File: src/rtl/mem_bus_target.sv
// mem_bus_target: memory-side responder for the CPU byte-wide bus.
// Holds a 2^ADDR_W byte RAM mapped at BASE in the 16-bit address space.
// Reads are qualified by mem_cs/mem_oe and writes by mem_cs/mem_we.
// Read data appears READ_WAIT+1 cycles after the request is sampled.
// A side-band preload port fills the RAM independently of the bus.
//
// Ports:
//   clk, rst            clock (rising edge), synchronous active-high reset
//   addr, data_in       CPU address and write data
//   data_out, data_oe   registered read data and its drive enable
//   mem_cs/oe/we        chip select, read strobe, write strobe
//   mem_ready           access complete (level for reads, pulse for writes)
//   proto_err           one-cycle pulse on an illegal strobe combination
//   load_en/addr/data   preload write port (bus write wins on a collision)
module mem_bus_target #(
  parameter int          ADDR_W    = 8,
  parameter logic [15:0] BASE      = 16'h0000,
  parameter int          READ_WAIT = 1
) (
  input  logic              clk,
  input  logic              rst,
  input  logic [15:0]       addr,
  input  logic [7:0]        data_in,
  output logic [7:0]        data_out,
  output logic              data_oe,
  input  logic              mem_cs,
  input  logic              mem_oe,
  input  logic              mem_we,
  output logic              mem_ready,
  output logic              proto_err,
  input  logic              load_en,
  input  logic [ADDR_W-1:0] load_addr,
  input  logic [7:0]        load_data
);

  localparam logic [3:0] WAIT_INIT = 4'(READ_WAIT);

  typedef enum logic [2:0] {IDLE, RD_WAIT, RD_DRIVE, WR_ACK, WR_HOLD} state_t;

  state_t            state_q, state_d;
  logic [ADDR_W-1:0] off_q, off_d;
  logic [3:0]        cnt_q, cnt_d;
  logic [7:0]        data_out_q, data_out_d;
  logic              data_oe_q, data_oe_d;
  logic              mem_ready_q, mem_ready_d;
  logic              proto_err_q, proto_err_d;
  logic              we_prev_q, we_prev_d;

  logic [7:0]        ram [2**ADDR_W];

  logic              hit;
  logic [ADDR_W-1:0] offset;
  logic              bus_wr;

  // Next-state and next-output logic. Outputs default to idle values so
  // that anything other than an active drive or write acknowledge is quiet.
  always_comb begin
    hit         = mem_cs && (addr[15:ADDR_W] == BASE[15:ADDR_W]);
    offset      = addr[ADDR_W-1:0];
    state_d     = state_q;
    off_d       = off_q;
    cnt_d       = cnt_q;
    data_out_d  = data_out_q;
    data_oe_d   = 1'b0;
    mem_ready_d = 1'b0;
    proto_err_d = 1'b0;
    we_prev_d   = mem_we;
    bus_wr      = 1'b0;

    case (state_q)
      IDLE: begin
        if (hit && mem_oe && mem_we) begin
          proto_err_d = 1'b1;
        end else if (hit && mem_oe) begin
          off_d   = offset;
          cnt_d   = WAIT_INIT;
          state_d = (WAIT_INIT == 4'd0) ? RD_DRIVE : RD_WAIT;
        end else if (hit && mem_we) begin
          // A reset on the same edge aborts the write before it commits.
          bus_wr      = !rst;
          mem_ready_d = 1'b1;
          state_d     = WR_ACK;
        end
      end

      RD_WAIT: begin
        if (!(mem_cs && mem_oe)) begin
          state_d = IDLE;
        end else begin
          cnt_d = cnt_q - 4'd1;
          if (cnt_q <= 4'd1) state_d = RD_DRIVE;
        end
      end

      RD_DRIVE: begin
        // A write strobe rising during a read is flagged but otherwise ignored.
        if (hit && mem_oe && mem_we && !we_prev_q) proto_err_d = 1'b1;
        if (!(hit && mem_oe)) begin
          state_d = IDLE;
        end else if (offset != off_q) begin
          // New address under a held strobe: full re-latency from scratch.
          off_d   = offset;
          cnt_d   = WAIT_INIT;
          state_d = (WAIT_INIT == 4'd0) ? RD_DRIVE : RD_WAIT;
        end else begin
          // Re-reading every cycle lets a preload to this byte show through.
          data_out_d  = ram[off_q];
          data_oe_d   = 1'b1;
          mem_ready_d = 1'b1;
        end
      end

      WR_ACK: begin
        state_d = WR_HOLD;
      end

      WR_HOLD: begin
        if (!(mem_we && mem_cs)) state_d = IDLE;
      end

      default: begin
        state_d = IDLE;
      end
    endcase
  end

  // FSM and output registers; RAM is deliberately outside this reset.
  always_ff @(posedge clk) begin
    if (rst) begin
      state_q     <= IDLE;
      off_q       <= '0;
      cnt_q       <= '0;
      data_out_q  <= '0;
      data_oe_q   <= 1'b0;
      mem_ready_q <= 1'b0;
      proto_err_q <= 1'b0;
      we_prev_q   <= 1'b0;
    end else begin
      state_q     <= state_d;
      off_q       <= off_d;
      cnt_q       <= cnt_d;
      data_out_q  <= data_out_d;
      data_oe_q   <= data_oe_d;
      mem_ready_q <= mem_ready_d;
      proto_err_q <= proto_err_d;
      we_prev_q   <= we_prev_d;
    end
  end

  // RAM write port. The bus write is issued last so it wins over a preload
  // to the same byte on the same edge.
  always_ff @(posedge clk) begin
    if (load_en) ram[load_addr] <= load_data;
    if (bus_wr)  ram[offset]    <= data_in;
  end

  assign data_out  = data_out_q;
  assign data_oe   = data_oe_q;
  assign mem_ready = mem_ready_q;
  assign proto_err = proto_err_q;

endmodule

File: config.mk
export PLATFORM = sky130hd
export DESIGN_NAME = mem_bus_target
export DESIGN_NICKNAME = d
export VERILOG_FILES = /design/src/rtl/mem_bus_target.sv
export SDC_FILE = /design/constraint.sdc
export NUM_CORES = 2
export LEC_CHECK = 0
export ABC_CLOCK_PERIOD_IN_PS = 3300
export BUFFER_PORTS_ARGS = -buffer_cell sky130_fd_sc_hd__buf_2
export CAP_MARGIN = 5
export CORE_MARGIN = 4
export CORE_UTILIZATION = 50
export DETAILED_ROUTE_END_ITERATION = 8
export PLACE_DENSITY = 0.72
export SYNTH_ARGS = -nofsm -noshare
export SYNTH_HDL_FRONTEND = slang
export SYNTH_SLANG_ARGS = --single-unit
File: constraint.sdc
create_clock -name clk -period 3.3 [get_ports clk]
set_input_delay 0.66 -clock clk [delete_from_list [all_inputs] [get_ports clk]]
set_output_delay 0.66 -clock clk [all_outputs]
set_load 0.05 [all_outputs]
After elaboration in Yosys (flattened, before gate mapping)
Memories as Yosys holds them, arrays and structs flattened. A register that Yosys moved wholly into a read port is not among the register bits.
Cells that the tools add are included.
{ "word_totals": {"ram_bits": 2048, "latch_bits": 0, "mem_count": 1, "inputBits": 46, "output_inout_bits": 11, "rom_bits": 0, "regBits": 19, "word_cells": 81} }
{ "classes": {"div_mod_pow": 0, "n_reduce_logical": 18, "mux": 37, "mul": 0, "bitwise": 2, "n_addsub": 1, "order_cmp": 1, "n_eq_ne": 14, "shifts": 0} }
{ "mem_list": {"columns": ["name", "words", "word_bits", "rd", "rd_clocked_by_memory_dff", "write_ports", "line_no", "text"], "rows": [
  ["ram", 256, 8, 1, 1, 2, "49", "logic [7:0] ram [2**ADDR_W];"]
]} }
{ "ops": {"columns": ["operator", "n"], "rows": [
  ["2-to-1 mux 8 bit", 4],
  ["2-to-1 mux 3 bit", 8],
  ["2-to-1 mux 4 bit", 5],
  ["one-hot mux 8 bit (2 select lines)", 1],
  ["2-to-1 mux 1 bit", 15],
  ["one-hot mux 3 bit (5 select lines)", 1],
  ["!= test 2 bit (second input constant)", 6],
  ["one-hot mux 4 bit (3 select lines)", 1],
  ["AND reduction 5 bit", 2],
  ["!= test 3 bit (second input constant)", 3],
  ["zero test 8 bit", 1],
  ["!= test 8 bit", 1],
  ["logical AND 1 bit", 7],
  ["equality test 3 x 2 -> 1 bit (second input constant)", 2],
  ["AND reduction 6 bit", 1],
  ["<= comparator 4 x 1 -> 1 bit (second input constant)", 1],
  ["one-hot mux 1 bit (2 select lines)", 2],
  ["subtractor 4 x 1 -> 4 bit (second input constant)", 1],
  ["equality test 3 x 1 -> 1 bit (second input constant)", 1],
  ["equality test 3 bit (second input constant)", 1],
  ["zero test 3 bit", 1],
  ["AND reduction 3 bit", 1],
  ["nonzero test 3 bit", 1],
  ["zero test 1 bit", 2],
  ["other kinds (3)", 4]
]} }

Logic depth before layout (Yosys ltp)
{ "depth": {"word_depth": 9, "mapped_depth": 13, "ltp_nobuf": 7} }

Least setup slack after synthesis
Ideal clock, no wire load.
{ "synth_path": {"kind": "input port to flip-flop", "from": "in addr[12]", "to": "mem ram[112][0], enable pin", "n_path_buf": 3, "setup_ns": 0.376, "required_time_ns": 2.924, "path_stages": 9, "setup_slack_ns": -0.142, "arrival_time_ns": 3.066, "cell_sequence": "nor4b_4 -> nand3_1 -> nor4_4 -> or3b_1 -> clkbuf_1 -> or2_1 -> buf_2 -> buf_6 -> o22ai_1"} }
{ "synth_rtl": {"columns": ["item", "line_no", "text"], "rows": [
  ["start, declared", "22", "input logic [15:0] addr,"],
  ["end, declared", "49", null]
]} }

Worst setup path after layout
{ "layout_path": {"from": "reg off_q[1]", "to": "reg data_out_q[5] (netlist: data_out[5]), read port of ram"} }
{ "layout_via": {"elab_chain_cells": 3} }
{ "layout_rtl": {"columns": ["item", "line_no", "text"], "rows": [
  ["start, declared", "41", "logic [ADDR_W-1:0] off_q, off_d;"],
  ["start signal, assigned", "131", "off_q <= '0;"],
  ["start signal, assigned", "140", "off_q <= off_d;"],
  ["!= test 8 bit", "100", "end else if (offset != off_q) begin"],
  ["NOT 1 bit (no source line)", null, null],
  ["AND reduction 3 bit (no source line)", null, null],
  ["end, declared", "43", "logic [7:0] data_out_q, data_out_d;"]
]} }
Several ways; a longest one is shown, not always the timed one.
A chain may end at the register's enable or synchronous reset.

==> impl_metrics.json <==
{
  "synthFlopType": "edfxtp_1",
  "ir_drop_uv": 576,
  "fmaxAchievable_mhz": 299,
  "yosys.area.top_type_share": 0.565,
  "area_growth_pct": 17.7,
  "synth_largest_area_cell": "edfxtp_1",
  "finalCritPeriodShare": 1.01,
  "io_pins": 57,
  "synth_cells": 7146,
  "slew_violations": 0,
  "placedCellCount": 10447,
  "cts_hold_buf": 0,
  "critical_path_peak_fanout": 19,
  "worstSetupPathType": "flip-flop to flip-flop",
  "min_path_type": "input pin to flip-flop",
  "worstMarginPinSlew_ns": 1.11,
  "worstPathArrival_ns": 4.18,
  "final-setup-viol-count": 5,
  "ant_nets": 0,
  "place_area_sq_um": 121000,
  "dp_hpwl_um": 253000,
  "status": "finished, violations left",
  "final_common_cell": "edfxtp_1",
  "ys_seq_area_frac": 0.570,
  "utilization": 0.591,
  "ys_warn_count": 0,
  "io_buffer_count": 56,
  "die_w_um": 475,
  "syn-mean-instance-area_sq_um": 15.2,
  "maxCapViolations": 0,
  "nets": 7866,
  "clock_latency_ns": 0.89,
  "vias": 74397,
  "period_needed_ns": 3.35,
  "violations": "negative setup slack",
  "track_usage": 0.335,
  "final_cells": 10860,
  "leakage_uw": 0.0423,
  "finalHoldViolations": 0,
  "critPathLaunchType": "flip-flop",
  "relSlewSlack": 0.262,
  "wire_per_inst_um": 35.3,
  "async_flop_share": 0,
  "firstDrtPassIters": 6,
  "clock_path_buffers": 3,
  "grt_antenna_before_repair": 27,
  "fillers": 16277,
  "grt_max_degree": 100,
  "routed_wl_um": 384000,
  "synth_area_sq_um": 109000,
  "synth_area_leaders": "edfxtp_1, mux2_2, mux4_2, mux2i_1, clkbuf_1",
  "grt-ovfl-total": 0,
  "drtIter0Drc": 10844,
  "powerDensity_nw_per_um2": 546,
  "min_path_cells": 3,
  "gp_congestion": 1.02,
  "design_area_sq_um": 128000,
  "r2r_cells": 9,
  "drive_above_1_share": 0.519,
  "syn_nets": 7194,
  "dieArea_sq_um": 225000,
  "cts.sinks": 2075,
  "ys_ff_latch": 2075,
  "endpoint_kind": "flip-flop",
  "mostFrequentLayoutCells": "edfxtp_1, mux2_2, buf_4",
  "cts_tree": "done",
  "layout_setup_ws_ns": -0.0469,
  "grt_first_pass_wirelength_um": 542000,
  "synth_cell_type_count": 77,
  "htreeDepth": 4,
  "initial_core_util": 0.502,
  "die_h_um": 475,
  "num_rows": 171,
  "cp.required_ns": 4.14,
  "synth_edf_count": 2048,
  "grt_pass1_vias": 72461,
  "clockRootBuffer": "clkbuf_16",
  "clk_transition_reported_paths_ns": 0.06,
  "core_area_sq_um": 217000,
  "drc": 0,
  "vias_per_cell": 6.85,
  "cts_buffers": 213,
  "fin_skew_ns": 0.0344
}
[sequential cells by signal (all words and copies together), names as in the netlist]
name	cells
cnt_q	4
we_prev_q	1
proto_err	1
ram	2048
data_out	8
off_q	8
mem_ready	1
data_oe	1
state_q	3
[synth_stat cells, types with 6 or more instances]
library cell,n
edfxtp_1,2048
mux2_2,2042
clkbuf_1,629
nand2_1,447
mux4_2,401
o21ai_0,296
mux2i_1,279
nor2_1,118
o22ai_1,85
buf_2,80
nor3_2,65
a21oi_1,56
buf_1,56
nand3_1,51
nor3_1,51
o221ai_1,45
o21bai_1,28
dfxtp_1,27
a211oi_1,26
mux2_1,26
a2111oi_0,22
a221oi_1,22
nor2b_1,22
a22oi_1,20
nor4_1,18
nand4_1,14
nand2b_1,12
nand3b_1,12
and2_1,10
nor2_8,10
xnor2_1,8
a22o_1,7
and3_1,7
inv_1,7
or3_1,7
a32oi_1,6
[logic make-up (layout without fill, tap and decap cells)]
logic type               after synthesis  count (layout)  share of synthesized area
adder cells (fa/ha/maj)                2               2                   0.000230
flip-flops                          2075            2075                      0.570
multiplexers                        2748            2748                      0.323
other                                  0              20                          0
AND/OR/NAND/NOR                      886             886                     0.0414
AO/OA/AOI/OAI                        647             647                     0.0370
buffers and inverters                780            1620                     0.0281
XOR/XNOR                               8               8                   0.000644
[per-stage QoR]
stage / total power (uW) / hold slack (ns) / TNS, ns / worst slack [ns]
after CTS: 69300 / 0.0857 / 0 / 0.00302
after floorplan: 38600 / 0.406 / -1.74 / -0.0382
after global routing: 71400 / 0.147 / -0.0407 / -0.00709
final: 69900 / 0.146 / -0.137 / -0.0469
after detailed placement: 45600 / 0.435 / -737.56 / -0.497
after global placement: 45400 / 0.427 / -744.20 / -0.531
[worst max-delay path, stage by stage (launching register included)]
cell and delay, ns:
dfxtp_4 0.54, nand2_2 0.35, buf_4 0.35, o221ai_1 0.55, nand2_1 0.23, a32oi_1 0.47, nand4_1 0.26, o21ai_0 0.23
buf_4 0.18, a31o_2 0.10
[worst paths after layout]
check	from	end	slack [ns]
max	off_q[1]$_SDFFE_PP0P_	data_out[5]$_SDFFE_PP0P_	-0.05
min	mem_we	we_prev_q$_SDFF_PP0_	0.15
max reg2reg	off_q[1]$_SDFFE_PP0P_	data_out[5]$_SDFFE_PP0P_	-0.05
min reg2reg	we_prev_q$_SDFF_PP0_	proto_err$_SDFF_PP0_	0.44
[power breakdown]
part,leakage [uW],switching [uW],total (uW),internal [uW]
clock network,0.00329,10700,24000,13300
logic,0.0204,9730,16600,6920
registers,0.0186,203,29200,29000
[metal layers]
layer,up-vias,track usage,share of wire
li1,29537,-,-
met1,38136,0.443,0.36
met2,5569,0.491,0.44
met3,1137,0.108,0.14
met4,18,0.184,0.065
met5,-,0,0.00032
[layout make-up]
type / instances / area (sq um) / share of cell area
Antenna cell: 20 / 50.0 / 0.000391
Clock buffer: 274 / 5690 / 0.0445
Clock inverter: 109 / 1070 / 0.00833
Inverter: 9 / 38.8 / 0.000303
Multi-Input combinational cell: 4291 / 44100 / 0.344
Sequential cell: 2075 / 62100 / 0.485
Tap cell: 2854 / 3570 / 0.0279
Timing Repair Buffer: 1228 / 11500 / 0.0896
[what timing repair did]
item	in CTS	in global routing
gates cloned	0	0
buffers inserted	7	3
pin swaps	1	2
setup endpoints to repair	59	524
resized for setup	16	27
No activity file was read; power rests on OpenSTA's default activity.
